==> config.mk <==
export PLATFORM = sky130hd
export DESIGN_NAME = countdown_timer_ctrl
export DESIGN_NICKNAME = d
export VERILOG_FILES = /design/src/rtl/countdown_timer_ctrl_pkg.sv /design/src/rtl/countdown_timer_ctrl_tick_prescaler.sv /design/src/rtl/countdown_timer_ctrl.sv
export SDC_FILE = /design/constraint.sdc
export NUM_CORES = 1
export LEC_CHECK = 0
export BUFFER_PORTS_ARGS = -buffer_cell sky130_fd_sc_hd__buf_2
export CORE_ASPECT_RATIO = 0.6
export CORE_UTILIZATION = 53
export DETAILED_ROUTE_END_ITERATION = 10
export PLACE_DENSITY = 0.73
export SYNTH_ARGS = -nofsm -noshare
export SYNTH_HDL_FRONTEND = slang
export SYNTH_SLANG_ARGS = --single-unit
==> constraint.sdc <==
create_clock -name clk -period 6 [get_ports clk]
set_input_delay 0.3 -clock clk [delete_from_list [all_inputs] [get_ports clk]]
set_output_delay 0.3 -clock clk [all_outputs]
set_load 0.03 [all_outputs]
==> src/rtl/countdown_timer_ctrl_pkg.sv <==
// -----------------------------------------------------------------------------
// countdown_timer_ctrl_pkg
//   Shared definitions for the countdown timer controller and its prescaler.
//   - state_t      : 2-bit FSM encoding, also driven out on the state port
//   - DIV_DEFAULT  : prescaler period for a 1 s tick from a 100 MHz clk
//   - DIV_SIM      : short prescaler period used by simulation benches
// -----------------------------------------------------------------------------
package countdown_timer_ctrl_pkg;

  typedef enum logic [1:0] {
    ST_IDLE  = 2'd0,
    ST_RUN   = 2'd1,
    ST_PAUSE = 2'd2,
    ST_DONE  = 2'd3
  } state_t;

  localparam int DIV_DEFAULT = 100_000_000;
  localparam int DIV_SIM     = 4;
  localparam int CW_DEFAULT  = 32;
  localparam int W_DEFAULT   = 8;

  // Busy covers both the counting and the frozen (paused) phases.
  function automatic logic state_is_busy(input state_t s);
    return (s == ST_RUN) || (s == ST_PAUSE);
  endfunction

endpackage

==> src/rtl/countdown_timer_ctrl_tick_prescaler.sv <==
// -----------------------------------------------------------------------------
// tick_prescaler
//   Divides clk into a one-cycle tick enable; no derived clock is produced, so
//   consumers stay on clk. Reusable by any block that needs a slow strobe.
//
//   Ports
//     clk        in   system clock
//     rst        in   synchronous active-high reset
//     en         in   count enable; counter holds its value while low
//     sclr       in   synchronous clear of counter and tick (below rst only)
//     tick       out  registered pulse, high the cycle after a period end
//     period_end out  combinational strobe: the current cycle ends a period
//                     (en high and counter at DIV-1); lets a parent update its
//                     own registers on the same edge that raises tick
// -----------------------------------------------------------------------------
module tick_prescaler #(
  parameter int DIV = 4,
  parameter int CW  = 32
) (
  input  logic clk,
  input  logic rst,
  input  logic en,
  input  logic sclr,
  output logic tick,
  output logic period_end
);

  localparam logic [CW-1:0] LAST = CW'(DIV - 1);

  logic [CW-1:0] cnt;

  assign period_end = en && (cnt == LAST);

  always_ff @(posedge clk) begin
    if (rst) begin
      cnt  <= '0;
      tick <= 1'b0;
    end else if (sclr) begin
      cnt  <= '0;
      tick <= 1'b0;
    end else begin
      tick <= 1'b0;
      if (en) begin
        if (cnt == LAST) begin
          cnt  <= '0;
          tick <= 1'b1;
        end else begin
          cnt <= cnt + CW'(1);
        end
      end
    end
  end

endmodule

==> src/rtl/countdown_timer_ctrl.sv <==
// -----------------------------------------------------------------------------
// countdown_timer_ctrl
//   Loadable countdown timer: a prescaler produces one tick per DIV cycles
//   while running, and each tick decrements the remaining count. Expiry gives
//   a one-cycle done pulse and a level alarm held until clear or start.
//
//   Ports
//     clk        in   system clock (sole domain)
//     rst        in   synchronous active-high reset, highest priority
//     start      in   pulse: load load_val and run (accepted in IDLE/DONE only)
//     pause      in   pulse: toggle RUN <-> PAUSE
//     clear      in   pulse: abort to IDLE with remaining cleared
//     load_val   in   start value in ticks, sampled on an accepted start
//     tick       out  one-cycle pulse per completed prescaler period in RUN
//     remaining  out  current count
//     busy       out  high in RUN or PAUSE
//     done       out  one-cycle pulse on expiry
//     alarm      out  high while in DONE
//     state      out  FSM state encoding
//
//   state    | meaning
//   ---------+------------------------------------------------------------
//   ST_IDLE  | stopped, remaining = 0, waiting for start
//   ST_RUN   | prescaler counting, remaining decrements each period end
//   ST_PAUSE | prescaler and remaining frozen, pause resumes
//   ST_DONE  | expired, alarm high, waiting for clear or start
//
//   Input priority within a cycle: clear > start > pause > period end.
// -----------------------------------------------------------------------------
module countdown_timer_ctrl #(
  parameter int DIV = countdown_timer_ctrl_pkg::DIV_DEFAULT,
  parameter int CW  = countdown_timer_ctrl_pkg::CW_DEFAULT,
  parameter int W   = countdown_timer_ctrl_pkg::W_DEFAULT
) (
  input  logic         clk,
  input  logic         rst,
  input  logic         start,
  input  logic         pause,
  input  logic         clear,
  input  logic [W-1:0] load_val,
  output logic         tick,
  output logic [W-1:0] remaining,
  output logic         busy,
  output logic         done,
  output logic         alarm,
  output logic [1:0]   state
);

  import countdown_timer_ctrl_pkg::*;

  state_t       state_q, state_d;
  logic [W-1:0] rem_q, rem_d;
  logic         done_q, done_d;
  logic         pre_en, pre_sclr, period_end;

  // Counting happens only in RUN; the prescaler holds its count otherwise.
  assign pre_en = (state_q == ST_RUN);

  tick_prescaler #(
    .DIV (DIV),
    .CW  (CW)
  ) u_prescaler (
    .clk        (clk),
    .rst        (rst),
    .en         (pre_en),
    .sclr       (pre_sclr),
    .tick       (tick),
    .period_end (period_end)
  );

  always_ff @(posedge clk) begin
    if (rst) begin
      state_q <= ST_IDLE;
      rem_q   <= '0;
      done_q  <= 1'b0;
    end else begin
      state_q <= state_d;
      rem_q   <= rem_d;
      done_q  <= done_d;
    end
  end

  always_comb begin
    state_d  = state_q;
    rem_d    = rem_q;
    done_d   = 1'b0;
    pre_sclr = 1'b0;

    if (clear) begin
      // Clearing the prescaler also kills a tick that would land this cycle.
      state_d  = ST_IDLE;
      rem_d    = '0;
      pre_sclr = 1'b1;
    end else if (start && (state_q == ST_IDLE || state_q == ST_DONE)) begin
      pre_sclr = 1'b1;
      if (load_val != '0) begin
        state_d = ST_RUN;
        rem_d   = load_val;
      end else begin
        state_d = ST_DONE;
        rem_d   = '0;
        done_d  = 1'b1;
      end
    end else begin
      // A start in RUN/PAUSE is ignored and does not mask pause.
      unique case (state_q)
        ST_RUN: begin
          if (period_end) begin
            // Expiry takes precedence over a coincident pause. The prescaler
            // wraps to 0 on its own here, so no clear is needed and the final
            // tick still coincides with done.
            if (rem_q <= W'(1)) begin
              state_d = ST_DONE;
              rem_d   = '0;
              done_d  = 1'b1;
            end else begin
              rem_d = rem_q - W'(1);
              if (pause) state_d = ST_PAUSE;
            end
          end else if (pause) begin
            state_d = ST_PAUSE;
          end
        end
        ST_PAUSE: begin
          if (pause) state_d = ST_RUN;
        end
        default: ;
      endcase
    end
  end

  assign remaining = rem_q;
  assign done      = done_q;
  assign alarm     = (state_q == ST_DONE);
  assign busy      = state_is_busy(state_q);
  assign state     = state_q;

endmodule

==> results of run 1 <==
==> power groups by stage <==
stage	logic, W	clock network, W	registers [W]
2_1_floorplan	0.0000281	0	0.000309
3_3_place_gp	0.0000476	0	0.000305
3_5_place_dp	0.0000472	0	0.000305
4_1_cts	0.0000475	0.000226	0.000298
5_1_grt	0.0000539	0.000241	0.000299
6_report	0.0000483	0.000222	0.000299
==> area by class of cell <==
cell class	count	area (um2)
Fill cell	396	1560
Multi-Input combinational cell	233	1410
Inverter	8	30.0
Clock inverter	2	35.0
Tap cell	60	75.1
Timing Repair Buffer	26	130
Sequential cell	44	881
Clock buffer	6	72.6
==> cells by family (layout without fill, tap and decap cells) <==
kind of cell	after synthesis	after routing	synth area share [%]
compound gates	27	27	7.68
xor+xnor	30	30	11.1
fa+ha+maj	6	6	3.18
buf+inv	18	42	3.07
flops	44	44	37.3
mux	1	1	0.424
simple gates	169	169	37.2
==> path summary, 6_finish.rpt <==
path / to / cells past startpoint / startpoint / slack, ns
min: remaining[5]$_SDFFE_PP0P_ / 3 / load_val[5] / 0.27
max: u_prescaler.cnt[28]$_SDFFE_PP0P_ / 6 / state[0]$_SDFFE_PP0P_ / 3.23
min reg2reg: u_prescaler.cnt[22]$_SDFFE_PP0P_ / 2 / u_prescaler.cnt[22]$_SDFFE_PP0P_ / 0.51
max reg2reg: u_prescaler.cnt[28]$_SDFFE_PP0P_ / 6 / state[0]$_SDFFE_PP0P_ / 3.23
==> worst max-delay path: stages, from the launching register on <==
cell,delay (ns)
dfxtp_1,0.44
ha_1,0.37
and2_1,0.25
nand4b_1,0.18
or4_1,0.46
nand2_1,0.79
nor2_1,0.12
==> routing by layer <==
metal	track usage, %	up-vias	wire (um)
met5	0	-	0
met4	8.87	0	45
met3	6.44	5	405
met2	32.4	69	2160
met1	39.4	1031	2840
li1	-	1093	-
==> flip-flops by register name, indices dropped and copies added (netlist names) <==
register / count
u_prescaler.cnt: 32
remaining: 8
state: 2
done: 1
u_prescaler.tick: 1
==> per-stage QoR <==
step                cells  util (%)
global route          379      62.8
CTS                   379      62.8
finish                379      62.8
detailed placement    371      60.2
global placement      371      60.2
floorplan             295         -
==> Yosys cell counts, types with 2 or more instances <==
cell type	number
a31oi_1	2
or4_1	5
xor2_1	13
nand4_2	2
and3_1	6
inv_1	8
and2_1	7
and4_1	2
ha_1	6
or3_1	4
a21oi_1	9
nor4_1	13
o311ai_0	2
nor2_1	49
dfxtp_1	44
nor3_1	12
clkbuf_1	5
o21ai_0	4
buf_2	4
xnor2_1	17
nand4_1	13
nand2_1	31
a211o_1	4
nand3_1	15
==> results.env, run 1 <==
RUN_STATUS='finished, final reports clean'
DETAIL_ROUTE.DRC_VIOLATIONS=0
POST_ROUTE_CELLS_DRIVE_ABOVE_1_SHARE_PCT=11.9
DIE_AREA_UM2=4730
SETUP.WORST_PATH.END_CLASS='register'
FLOORPLAN.CORE_AREA_UM2=4190
CTS.HOLD.BUFFERS_ADDED=0
FINAL_MAX_SLEW_VIOL_COUNT=0
INSERTEDDIODECOUNT=0
VDD.IR_DROP.WORST_uV=125
GRT_ANTENNA_BEFORE_REPAIR=0
MAPPEDNETLISTNETS=314
FINALCRITICALPERIOD_NS=2.77
MAXIMUM_COUNT_OF_CLOCK_BUFFERS_ALONG_A_SINGLE_PATH=2
HP-CLASS='in -> reg'
POST_DP_CELL_AREA_UM2=2520
GRT_USE_TOTAL_PCT=25.3
ACHIEVABLE-FREQUENCY_MHz=361
DRTPASS1ITERATIONS=4
SWITCHING_SHARE_PCT=23.7
SHARE_COMB_OF_TOTAL_POWER_PCT=8.5
LEAKAGEPOWER_nW=0.937
CTS_HTREE_LEVELS=2
SYNTH.AVG_CELL_AREA_UM2=8.00
CP.REQUIRED_NS=6.14
POWER.TOTAL_W=0.000569
CTS_SETUP_BUFFERS=0
TRITONCTS='yes'
DP_WORST_SETUP_SLACK_NS=3.22
INTERNAL-POWER_W=0.000434
MOSTFREQUENTLAYOUTCELLS='nor2_1, dfxtp_1, nand2_1'
OVERFLOW_AFTER_GRT=0
LAYOUT_COMMONEST_CELL='nor2_1'
SYNTH_TOP_CELL_AREA_SHARE_PCT=37.3
INITIAL_UTILIZATION_PCT=56.4
DPL.HPWL_UM=3950
SHARE_SEQ_OF_TOTAL_POWER_PCT=52.4
YOSYSTOPAREACELL='dfxtp_1'
SYNTH-EDFF-COUNT=0
CLOCK_POWER_SHARE_PCT=39.1
DIE_X_UM=88.2
SYNTH_ASYNC_SR_FLOP_SHARE_PCT=0
CRITPATHLAUNCHTYPE='register'
TOTALWIRELENGTH_UM=5450
GRT_SETUP_UNREPAIRED='no'
TOTAL_SWITCHING_POWER_W=0.000135
GRT_FIRST_PASS_WIRELENGTH_UM=8870
FINAL_ANTENNA_NET_COUNT=0
CLOCK_EDGE_TRANSITION_AT_THE_REGISTERS_ON_THE_REPORTED_SETUP_AND_HOLD_PATHS_NS=0.08
NNETSFINAL=337
TIMING.CLOCK.SKEW_NS=0.00643
CRITICAL_PATH.MAX_FANOUT=32
CRITICALPATHCATEGORY='reg -> reg'
MAX_CAP_VIOL_COUNT=0
SLEW_HEADROOM_PCT=22.8
LAYOUT_AREA_GROWTH_OVER_SYNTHESIS_PCT=11.4
CP_DATA_ARRIVAL_TIME_NS=2.92
GRT_PASS1_VIAS=1833
WORST_SLACK_NS=3.23
FINAL.HOLD.WORST_SLACK_NS=0.274
POST_DRT_VIA_CELL_RATIO=5.80
SYNTH.DISTINCT_CELLS=42
CTS_RESIZED=0
TIMING.FINAL.HOLD_VIOLATIONS=0
PERIOD_SHARE_PCT=46.2
NUMCLOCKSINKS=44
CTS_INSERTED_BUFFERS=5
ROOT_BUFFER='clkbuf_8'
SYNTH_SEQ_CELLS=44
NETLIST_TOP_CELLS_AREA='dfxtp_1, nor2_1, xnor2_1, nand2_1, xor2_1'
YOSYSSEQAREASHARE_PCT=37.3
POSTSYNTH.TOPFLOPCELL='dfxtp_1'
GP_CONGESTION=0.822
SYNTH_WARNINGS=0
FINAL.SETUP.TNS_NS=0
DRT_FIRST_ITER_VIOLATIONS=234
SYN_INST=295
DIE_H_UM=53.7
LAYOUT.CELL_AREA.NON_FILLER_UM2=2630
PORTBUFFERS=26
FINALSETUPVIOLATIONS=0
FLOORPLAN.ROWS=18
POST_SYN_AREA_UM2=2360
CLK_LATENCY_NS=0.30
DRT-WIRELENGTH-PER-CELL_UM=14.4
PIN_COUNT=27
TIGHTESTPINTRANSITION_NS=1.15
VIAS=2198
P_PER_AREA_nW_PER_UM2=216
GRT_START_MAX_NET_PINS=33
(Power assumes the default switching activity.)
==> inputs of run 2 (changes only) <==
Settings changed: CORE_UTILIZATION 53 to 52, PLACE_DENSITY 0.73 to 0.75.
Clock period 6 ns to 2.39 ns, I/O delays scaled along.
==> results.env, run 2 (synthesis gave the netlist of run 1 again) <==
RUN_STATUS='finished, final reports clean'
NUMCLOCKSINKS=44
DPL.HPWL_UM=4280
CTS.HOLD.BUFFERS_ADDED=0
TOTAL_SWITCHING_POWER_W=0.000344
CP_DATA_ARRIVAL_TIME_NS=2.39
SLOWEST_DELAY_NS=0.59
LARGEST-REGISTER='u_prescaler.cnt'
GRT_SETUP_UNREPAIRED='no'
PATH_CELLS='and3_1 -> nand4_2 -> or4_1 -> buf_4 -> nor4_1 -> a211o_1'
POST_DRT_VIA_CELL_RATIO=5.70
GRT_USE_TOTAL_PCT=24.8
GRT_FIRST_PASS_WIRELENGTH_UM=8760
SLEW_HEADROOM_PCT=72.2
FLOORPLAN.ROWS=18
GRT_START_MAX_NET_PINS=33
PERIOD_SHARE_PCT=89.7
FINALCRITICALPERIOD_NS=2.14
DIE_X_UM=89.0
PIN_COUNT=27
ROOT_BUFFER='clkbuf_8'
CLK_LATENCY_NS=0.29
OVERFLOW_AFTER_GRT=0
FINAL.SETUP.TNS_NS=0
SHARE_COMB_OF_TOTAL_POWER_PCT=9.8
CRITICALPATHCATEGORY='reg -> reg'
TIMING.FINAL.HOLD_VIOLATIONS=0
INSTANCES_NO_FILL=391
DIE_H_UM=54.2
TOTALWIRELENGTH_UM=5660
VDD.IR_DROP.WORST_uV=324
POWER.TOTAL_W=0.00137
SHARE_SEQ_OF_TOTAL_POWER_PCT=54.7
GRT_ANTENNA_BEFORE_REPAIR=0
TIMING.CLOCK.SKEW_NS=0.00222
LEAKAGEPOWER_nW=0.993
SETUP.WORST_PATH.END_CLASS='register'
POST_ROUTE_CELLS_DRIVE_ABOVE_1_SHARE_PCT=15.1
CRITPATHLAUNCHTYPE='register'
DRT_FIRST_ITER_VIOLATIONS=180
DRTPASS1ITERATIONS=5
SLOWEST_STAGE='or4_1'
INSERTEDDIODECOUNT=0
INTERNAL-POWER_W=0.00102
DRT-WIRELENGTH-PER-CELL_UM=14.5
INITIAL_UTILIZATION_PCT=55.8
SWITCHING_SHARE_PCT=25.2
DP.CELLS=383
FINAL.HOLD.WORST_SLACK_NS=0.0396
TIGHTESTPINTRANSITION_NS=0.413
P_PER_AREA_nW_PER_UM2=504
CLOCK_EDGE_TRANSITION_AT_THE_REGISTERS_ON_THE_REPORTED_SETUP_AND_HOLD_PATHS_NS=0.08
GRT_PASS1_VIAS=1731
DIE_AREA_UM2=4820
PATH_DELAY_FAMILY='simple AND/OR/NAND/NOR gates'
MOSTFREQUENTLAYOUTCELLS='nor2_1, dfxtp_1, nand2_1'
LARGEST_REGISTER_FF_COUNT=32
DETAIL_ROUTE.DRC_VIOLATIONS=0
CLOCK_POWER_SHARE_PCT=35.5
VIAS=2230
TRITONCTS='yes'
GP_CONGESTION=0.835
FINAL_MAX_SLEW_VIOL_COUNT=0
PORTBUFFERS=26
CTS_SETUP_BUFFERS=0
FINALSETUPVIOLATIONS=0
CRITICAL_PATH.N_BUFFERS_INVERTERS=1
NNETSFINAL=349
LAYOUT_COMMONEST_CELL='nor2_1'
FLOORPLAN.CORE_AREA_UM2=4230
CP.REQUIRED_NS=2.63
FINAL_ANTENNA_NET_COUNT=0
CRITICAL_PATH.MAX_FANOUT=8
MAX_CAP_VIOL_COUNT=0
LAYOUT_AREA_GROWTH_OVER_SYNTHESIS_PCT=15.2
CTS_HTREE_LEVELS=2
HP-CLASS='in -> reg'
ACHIEVABLE-FREQUENCY_MHz=466
MAXIMUM_COUNT_OF_CLOCK_BUFFERS_ALONG_A_SINGLE_PATH=2
CTS_INSERTED_BUFFERS=5
==> run 2: cell types whose count changed in the layout (fill, tap and decap cells not counted), sizes merged <==
cell	before	now
buf	26	38
clkbuf	6	8
bufinv	1	0
clkinv	1	0
==> run 2: cell type report <==
class / count / area (um2)
Tap cell: 60 / 75.1
Multi-Input combinational cell: 233 / 1410
Timing Repair Buffer: 38 / 233
Clock buffer: 8 / 90.1
Fill cell: 388 / 1520
Inverter: 8 / 30.0
Sequential cell: 44 / 881
==> run 2: final timing paths <==
path                                            to                              from  cells after the start  slack [ns]
hold / removal           remaining[5]$_SDFFE_PP0P_                       load_val[5]                      3        0.04
hold reg to reg   u_prescaler.cnt[31]$_SDFFE_PP0P_  u_prescaler.cnt[31]$_SDFFE_PP0P_                      2        0.51
setup reg to reg         remaining[6]$_SDFFE_PP0P_  u_prescaler.cnt[21]$_SDFFE_PP0P_                      6        0.25
setup / recovery         remaining[6]$_SDFFE_PP0P_  u_prescaler.cnt[21]$_SDFFE_PP0P_                      6        0.25
==> run 2: worst register-to-register path, stage by stage, from the launching register on <==
cell and delay [ns]:
dfxtp_1 0.37, and3_1 0.32, nand4_2 0.21, or4_1 0.59
buf_4 0.19, nor4_1 0.28, a211o_1 0.14
==> run 2: metal layers <==
layer  wire (um)  vias up  GRT usage [%]
met1        3150     1024           41.4
li1            -     1120              -
met5           0        -              0
met3         448        6           6.60
met2        2030       80           30.3
met4          34        0           3.44
==> run 2: metrics by stage <==
step                      area, um2  utilization, %  setup WS, ns
after floorplan                2360               -        0.0204
after global placement         2630            62.0         0.208
after detailed placement       2630            62.0         0.177
after CTS                      2720            64.2         0.154
after global routing           2720            64.2        0.0808
final                          2720            64.2         0.246
==> run 2: power by group through the flow <==
| stage | Combinational (W) | Clock, W | Sequential [W] |
|---|---|---|---|
| 2_1_floorplan | 0.0000706 | 0 | 0.000777 |
| 3_3_place_gp | 0.000129 | 0 | 0.000766 |
| 3_5_place_dp | 0.000130 | 0 | 0.000766 |
| 4_1_cts | 0.000131 | 0.000487 | 0.000749 |
| 5_1_grt | 0.000146 | 0.000522 | 0.000751 |
| 6_report | 0.000134 | 0.000485 | 0.000749 |
==> run 2: what timing repair did <==
action                                 4_1_cts  5_1_grt
endpoints found under the hold margin        0        0
gates resized for setup                      0        1
setup endpoints to repair                    0        2
